[src/rtl/spram_responder.sv]
`default_nettype none
// ============================================================================
// Module   : spram_responder (with ram_pkg sizing defaults)
// Brief    : Single-port RAM responder: stores writes, returns registered read
//            data, flags out-of-range accesses. Optional post-reset sweep of
//            the array to INIT_VALUE when SPRAM_INIT_CLEAR_EN is defined.
// Revision : 1.0 - initial release
// ============================================================================

package ram_pkg;
    localparam int ADDR_WIDTH = 4;
    localparam int DATA_WIDTH = 8;
    localparam int DEPTH      = 16;
endpackage

module spram_responder #(
    parameter int                        ADDR_WIDTH = ram_pkg::ADDR_WIDTH,
    parameter int                        DATA_WIDTH = ram_pkg::DATA_WIDTH,
    parameter int                        DEPTH      = ram_pkg::DEPTH,
    parameter logic [DATA_WIDTH-1:0]     INIT_VALUE = '0
) (
    input  logic                  clk,
    input  logic                  rst,
    input  logic                  cs,
    input  logic                  we,
    input  logic                  oe,
    input  logic [ADDR_WIDTH-1:0] addr,
    input  logic [DATA_WIDTH-1:0] data_in,
    output logic [DATA_WIDTH-1:0] data_out,
    output logic                  ready,
    output logic                  rd_valid,
    output logic                  err
);

    logic [DATA_WIDTH-1:0] r_mem [DEPTH];
    logic [DATA_WIDTH-1:0] r_dout;
    logic                  r_ready;
    logic                  r_rd_valid;
    logic                  r_err;

    logic                  w_in_range;
    logic                  w_acc;
    logic                  w_wr_acc;
    logic                  w_rd_acc;

    // A fully populated address space needs no range compare.
    generate
        if (DEPTH == (1 << ADDR_WIDTH)) begin : g_full_map
            assign w_in_range = 1'b1;
        end else begin : g_partial_map
            localparam logic [ADDR_WIDTH:0] c_DEPTH = (ADDR_WIDTH + 1)'(DEPTH);
            assign w_in_range = ({1'b0, addr} < c_DEPTH);
        end
    endgenerate

    // Accesses in the reset cycle are discarded so reset always wins.
    assign w_acc    = cs & r_ready & ~rst;
    assign w_wr_acc = w_acc & we;
    assign w_rd_acc = w_acc & ~we;

`ifdef SPRAM_INIT_CLEAR_EN
    localparam logic [0:0]            c_ST_INIT  = 1'b0;
    localparam logic [0:0]            c_ST_IDLE  = 1'b1;
    localparam logic [ADDR_WIDTH-1:0] c_LAST_IDX = ADDR_WIDTH'(DEPTH - 1);

    logic [0:0]            r_state;
    logic [ADDR_WIDTH-1:0] r_idx;
    logic                  w_sweep;

    assign w_sweep = ~rst & (r_state == c_ST_INIT);

    always_ff @(posedge clk) begin
        if (rst) begin
            r_state <= c_ST_INIT;
            r_idx   <= '0;
            r_ready <= 1'b0;
        end else begin
            case (r_state)
                c_ST_INIT: begin
                    r_idx <= r_idx + 1'b1;
                    if (r_idx == c_LAST_IDX) begin
                        r_state <= c_ST_IDLE;
                        r_ready <= 1'b1;
                    end
                end
                c_ST_IDLE: begin
                    r_ready <= 1'b1;
                end
                default: begin
                    r_state <= c_ST_INIT;
                    r_ready <= 1'b0;
                end
            endcase
        end
    end

    // The sweep and initiator writes never overlap: ready is low while sweeping.
    always_ff @(posedge clk) begin
        if (w_sweep) begin
            r_mem[r_idx] <= INIT_VALUE;
        end else if (w_wr_acc && w_in_range) begin
            r_mem[addr] <= data_in;
        end
    end
`else
    always_ff @(posedge clk) begin
        if (rst) begin
            r_ready <= 1'b0;
        end else begin
            r_ready <= 1'b1;
        end
    end

    always_ff @(posedge clk) begin
        if (w_wr_acc && w_in_range) begin
            r_mem[addr] <= data_in;
        end
    end
`endif

    always_ff @(posedge clk) begin
        if (rst) begin
            r_rd_valid <= 1'b0;
            r_err      <= 1'b0;
            r_dout     <= '0;
        end else begin
            r_rd_valid <= w_rd_acc;
            r_err      <= w_acc & ~w_in_range;
            if (w_rd_acc) begin
                r_dout <= w_in_range ? r_mem[addr] : '0;
            end
        end
    end

    assign data_out = oe ? r_dout : '0;
    assign ready    = r_ready;
    assign rd_valid = r_rd_valid;
    assign err      = r_err;

endmodule

`default_nettype wire

[config.mk]
export PLATFORM = sky130hd
export DESIGN_NAME = spram_responder
export DESIGN_NICKNAME = d
export VERILOG_FILES = /design/src/rtl/spram_responder.sv
export SDC_FILE = /design/constraint.sdc
export NUM_CORES = 1
export LEC_CHECK = 0
export BUFFER_PORTS_ARGS = -buffer_cell sky130_fd_sc_hd__buf_2
export CAP_MARGIN = 20
export CELL_PAD_IN_SITES_DETAIL_PLACEMENT = 1
export CELL_PAD_IN_SITES_GLOBAL_PLACEMENT = 1
export CORE_MARGIN = 5
export CORE_UTILIZATION = 51
export DETAILED_ROUTE_END_ITERATION = 16
export PLACE_DENSITY = 0.81
export SLEW_MARGIN = 40
export SYNTH_ARGS = -nofsm -noshare
export SYNTH_HDL_FRONTEND = slang
export SYNTH_SLANG_ARGS = --single-unit
[constraint.sdc]
create_clock -name clk -period 2.2 [get_ports clk]
set_input_delay 0.11 -clock clk [delete_from_list [all_inputs] [get_ports clk]]
set_output_delay 0.11 -clock clk [all_outputs]
set_load 0.02 [all_outputs]
* Word level (Yosys, flattened, before mapping)
Memories as Yosys holds them, arrays and structs flattened. A register that Yosys moved wholly into a read port is not among the register bits.
Cells that the tools add are included.
** Word-level totals
- Bits in registers :: 2
- Bits in writable memories :: 128
- Input port bits :: 17
- Output and inout bits :: 11
- Word-level logic and storage cells :: 13
- Memories :: 1
** Memory list
- r_mem :: depth 16, width 8, read ports 1, clocked after Yosys merged registers in 1, wr ports 1, RTL line 35 : logic [DATA_WIDTH-1:0] r_mem [DEPTH];
** Cells by class
- Multiplexer cells :: 4
- Bitwise logic cells :: 6
** Operators by type and width (number)
- $mux W8 :: 1
- $and A1 B1 Y1 :: 4
- $mux W1 :: 3
- $not A1 Y1 :: 2

* Logic depth before layout (Yosys ltp)
- Word-level depth :: 5
- Depth in mapped cells :: 6
- Gate-level depth less buffers :: 4

* Worst setup path before layout
Ideal clock, no wire load.
- Path type :: reg-to-reg
- Start :: reg r_ready, in the netlist ready
- End :: mem r_mem[0][0] (enable)
- Library setup time :: 0.383 ns
- Arrival time :: 1.576 ns
- Data required time :: 1.817 ns
- Path slack :: 0.241 ns
- Cell stages (with the launch flop) :: 4
- Path buffers :: 0
- Clock period less this slack :: 1.959 ns
- Cell sequence :: dfxtp_1 > nand4b_1 > or3_1 > nor3_1
** On the way
- Cells in the longest elaborated chain, start to end :: 5
** Ends and longest elaborated chain
- start: declaration :: RTL line 37 : logic r_ready;
- start signal: assignment :: RTL line 108 : r_ready <= 1'b0;
- start signal: assignment :: RTL line 110 : r_ready <= 1'b1;
- $and A1 B1 Y1 (2 in series) :: RTL line 57 : assign w_acc = cs & r_ready & ~rst;
- $and A1 B1 Y1 :: RTL line 58 : assign w_wr_acc = w_acc & we;
- $mux W1 :: RTL line 115 : if (w_wr_acc && w_in_range) begin
- $mux W1 (not written as such) :: RTL line 116 : r_mem[addr] <= data_in;
- end: declaration :: RTL line 35
Every way passes these cells.

* Final worst setup path
- Start :: in rst
- End :: mem r_mem[6][3] (enable)
** On the way
- Cells in the longest elaborated chain, start to end :: 5
** Ends and longest elaborated chain
- start: declaration :: RTL line 23 : input logic rst,
- $not A1 Y1 :: RTL line 57
- $and A1 B1 Y1 :: RTL line 57
- $and A1 B1 Y1 :: RTL line 58
- $mux W1 :: RTL line 115
- $mux W1 (not written as such) :: RTL line 116
Every way passes these cells.

==> results by group <==
Place
  – Placer Congestion: 0.8024
  – Pre-CTS WS: 0.1643 ns
  – DP Cell Count: 452
  – DP HPWL: 7913 µm
  – Port Buffer Count: 26

Floorplan
  – Num rows: 37
  – Die height: 113.4 µm
  – Chip width: 113.4 µm
  – Core area: 0.01037 mm²
  – Initial Utilization: 0.5262
  – Die area: 0.01287 mm²
  – I/O pin total: 28

Synthesis
  – Sequential area share after synthesis: 0.7411
  – Flops & latches, synth: 138
  – Syn Nets: 303
  – Avg Cell Area, Syn: 19.08 µm²
  – Synthesized instance count: 286
  – Netlist Area Pre-Place: 0.005456 mm²
  – Predominant post-synthesis flop cell: edfxtp_1
  – Unique masters post-synth: 32
  – Synth warn: 0
  – Async S/R FF share, synth: 0
  – Post-synth EDFFs: 128

Critical path
  – Worst-path fanout max: 11
  – Worst path required time: 2.36 ns
  – WP data arrival: 2.01 ns
  – FF-to-FF path depth: 4
  – CP Capture Type: register
  – Worst setup SP type: input port
  – R2R Path End: r_mem[6][3]$_DFFE_PP_
  – RR Startpoint: ready$_DFF_P_
  – Setup Crit Path Kind: input port to register
  – CP startpoint: rst
  – Crit path capture: r_mem[6][3]$_DFFE_PP_
  – Reg-to-reg slack, setup: 0.40 ns

Finish
  – Core Util, Final: 0.6279
  – Share of post-route cells with drive strength above 1: 0.2753
  – Synth-to-Final Area Change: 19.33%
  – Layout net count: 361
  – Fin cells: 492
  – Antenna diodes: 0

Detailed routing
  – Detailed Route Iter0 Violations: 252
  – Vias: 2947
  – Wire length per cell: 26.06 µm
  – Vias per cell: 5.990
  – Pre-Repair DR Iteration Count: 4
  – Post-route antenna net violation count: 0
  – DRC: 0
  – Routed WL: 12820 µm

CTS
  – H-tree depth: 4
  – CTS Root Cell: clkbuf_8
  – Gates resized, CTS repair: 0
  – Worst-skew pair later-pin latency: 0.53 ns
  – CTS tree: done
  – TritonCTS Sinks: 138
  – CTS Buf Count: 17
  – Bufs on Longest Clock Path: 2
  – Clock-pin slew on the worst setup and hold paths: 0.06 ns
  – Postcts setup bufs: 0

Status
  – Outcome: complete, no violations

STA
  – Final worst-path cycle share: 0.8432
  – RSZ-0062 raised after global routing: no
  – Final Skew: 0.005543 ns
  – Setup TNS: 0 ns
  – Post-route setup slack: 0.3449 ns
  – Max_slew headroom: 0.5104
  – # setup viols final: 0
  – Slew @ Worst Pin: 0.7344 ns
  – Crit path time final: 1.855 ns
  – Slew Viols, Final: 0
  – Final-report hold violation count: 0
  – Max Clk Rate: 539.1 MHz

Power and ir drop
  – Clock Power Share: 0.477
  – Net Sw Frac: 0.2008
  – Tot Pwr: 6.002 mW
  – Logic pwr share: 0.042
  – Power density cells: 921.9 mW/mm²
  – NetSw: 1.205 mW
  – Cell-internal power: 4.797 mW
  – Flop pwr share: 0.481
  – P_leak: 2.242 nW
  – Worst vdd ir: 0.0005788 V

Global routing
  – GR Util All Layers: 0.2150
  – Initial antenna violation count: 0
  – Global route overflow: 0
  – Vias in the first global route: 3239
  – Largest net degree at the start of global routing: 29
  – First-pass GRT wire length: 19830 µm

Min path
  – Tightest Hold Check Type: input port to register
  – Hold_sp: we

Job
  – # Max-Cap Violations: 0
-- repair_timing --
item / in CTS / in global routing
endpoints found under the hold margin: 129 / 0
endpoints found under the setup margin: 0 / 0
hold buffers: 9 / 0
-- cell families after synthesis --
| logic type | Yosys count | synth area share |
|---|---|---|
| DFF | 138 | 0.7411 |
| and+or+nand+nor | 60 | 0.05916 |
| muxes | 42 | 0.1468 |
| buffers and inverters | 26 | 0.02637 |
| AOI/OAI and AO/OA | 19 | 0.02591 |
| other | 1 | 0.0006873 |
-- per-stage QoR --
step	instance area, µm²	hold WS [ns]
final	6511	0.07059
after global routing	6511	0.04565
after CTS	6511	0.04488
after detailed placement	5827	0.4043
after global placement	5827	0.3879
after floorplan	5456	0.2089
-- power groups by stage --
| stage | sequential (mW) | combinational [mW] | clock (mW) |
|---|---|---|---|
| 3_5_place_dp | 2.94 | 0.236 | 0 |
| 5_1_grt | 2.88 | 0.272 | 3.06 |
| 3_3_place_gp | 2.94 | 0.225 | 0 |
| 6_report | 2.89 | 0.255 | 2.86 |
| 2_1_floorplan | 2.94 | 0.148 | 0 |
| 4_1_cts | 2.89 | 0.256 | 2.90 |
-- per-layer routing --
layer / wire [µm] / GRT usage / vias to the layer above
met5: 0 / 0 / -
met4: 349 / 0.08654 / 0
met3: 860 / 0.06260 / 25
met2: 6316 / 0.3460 / 133
met1: 5294 / 0.2773 / 1505
li1: - / - / 1284
-- cell usage in the layout, fill, tap and decap left out, types with 4 or more instances in the layout --
cell and instances:
edfxtp_1 128, mux4_1 8, buf_2 26, mux4_2 20, buf_4 23, bufinv_16 4
clkbuf_16 16, and2_1 9, a22oi_1 4, o311a_1 4, mux2i_1 14, nor2_1 15
clkinvlp_4 4, nand3_1 11, dlygate4sd3_1 9, nand4_1 5, dfxtp_1 10, inv_1 7
nor3_1 4
-- flip-flops by register name (all words and copies together), names as in the netlist --
register,count
r_mem,128
rd_valid,1
r_dout,8
ready,1
-- Yosys cell counts, types with 2 or more instances --
library cell | number | area, µm²
edfxtp_1 | 128 | 3844
mux4_2 | 20 | 450.4
nor2_1 | 15 | 56.30
mux2i_1 | 14 | 140.1
nand3_1 | 11 | 55.05
dfxtp_1 | 10 | 200.2
and2_1 | 9 | 56.30
buf_2 | 9 | 45.04
mux4_1 | 8 | 210.2
inv_1 | 7 | 26.28
clkbuf_1 | 6 | 22.52
nand4_1 | 5 | 31.28
a22oi_1 | 4 | 30.03
nor3_1 | 4 | 20.02
o311a_1 | 4 | 40.04
a31oi_1 | 3 | 18.77
nand2_1 | 3 | 11.26
nand2b_1 | 3 | 18.77
nor2b_1 | 3 | 18.77
nor3b_1 | 3 | 22.52
o21ai_1 | 3 | 15.01
buf_6 | 2 | 22.52
o2111ai_1 | 2 | 17.52
o21ai_0 | 2 | 10.01
-- worst min-delay path by stage --
stage,endpoint,slack [ns],cells past startpoint
finish,rd_valid$_SDFF_PP0_,0.07,3
global route,rd_valid$_SDFF_PP0_,0.05,3
CTS,rd_valid$_SDFF_PP0_,0.04,3
detailed placement,ready$_DFF_P_,0.40,2
global placement,ready$_DFF_P_,0.39,2
floorplan,r_mem[0][0]$_DFFE_PP_,0.21,0
-- cell type report --
cell class / instances / area [µm²]
Multi-Input combinational cell: 122 / 1284
Clock inverter: 14 / 180.2
Inverter: 7 / 26.28
Fill cell: 892 / 3859
Timing Repair Buffer: 58 / 392.9
Tap cell: 136 / 170.2
Clock buffer: 17 / 414.1
Sequential cell: 138 / 4044
-- worst max-delay path, stage by stage --
cell and delay [ns]:
dlygate4sd3_1 0.53, buf_2 0.20, nand4b_1 0.26, inv_1 0.12, nand3b_1 0.17, nor2_1 0.62
(Power assumes the default switching activity.)
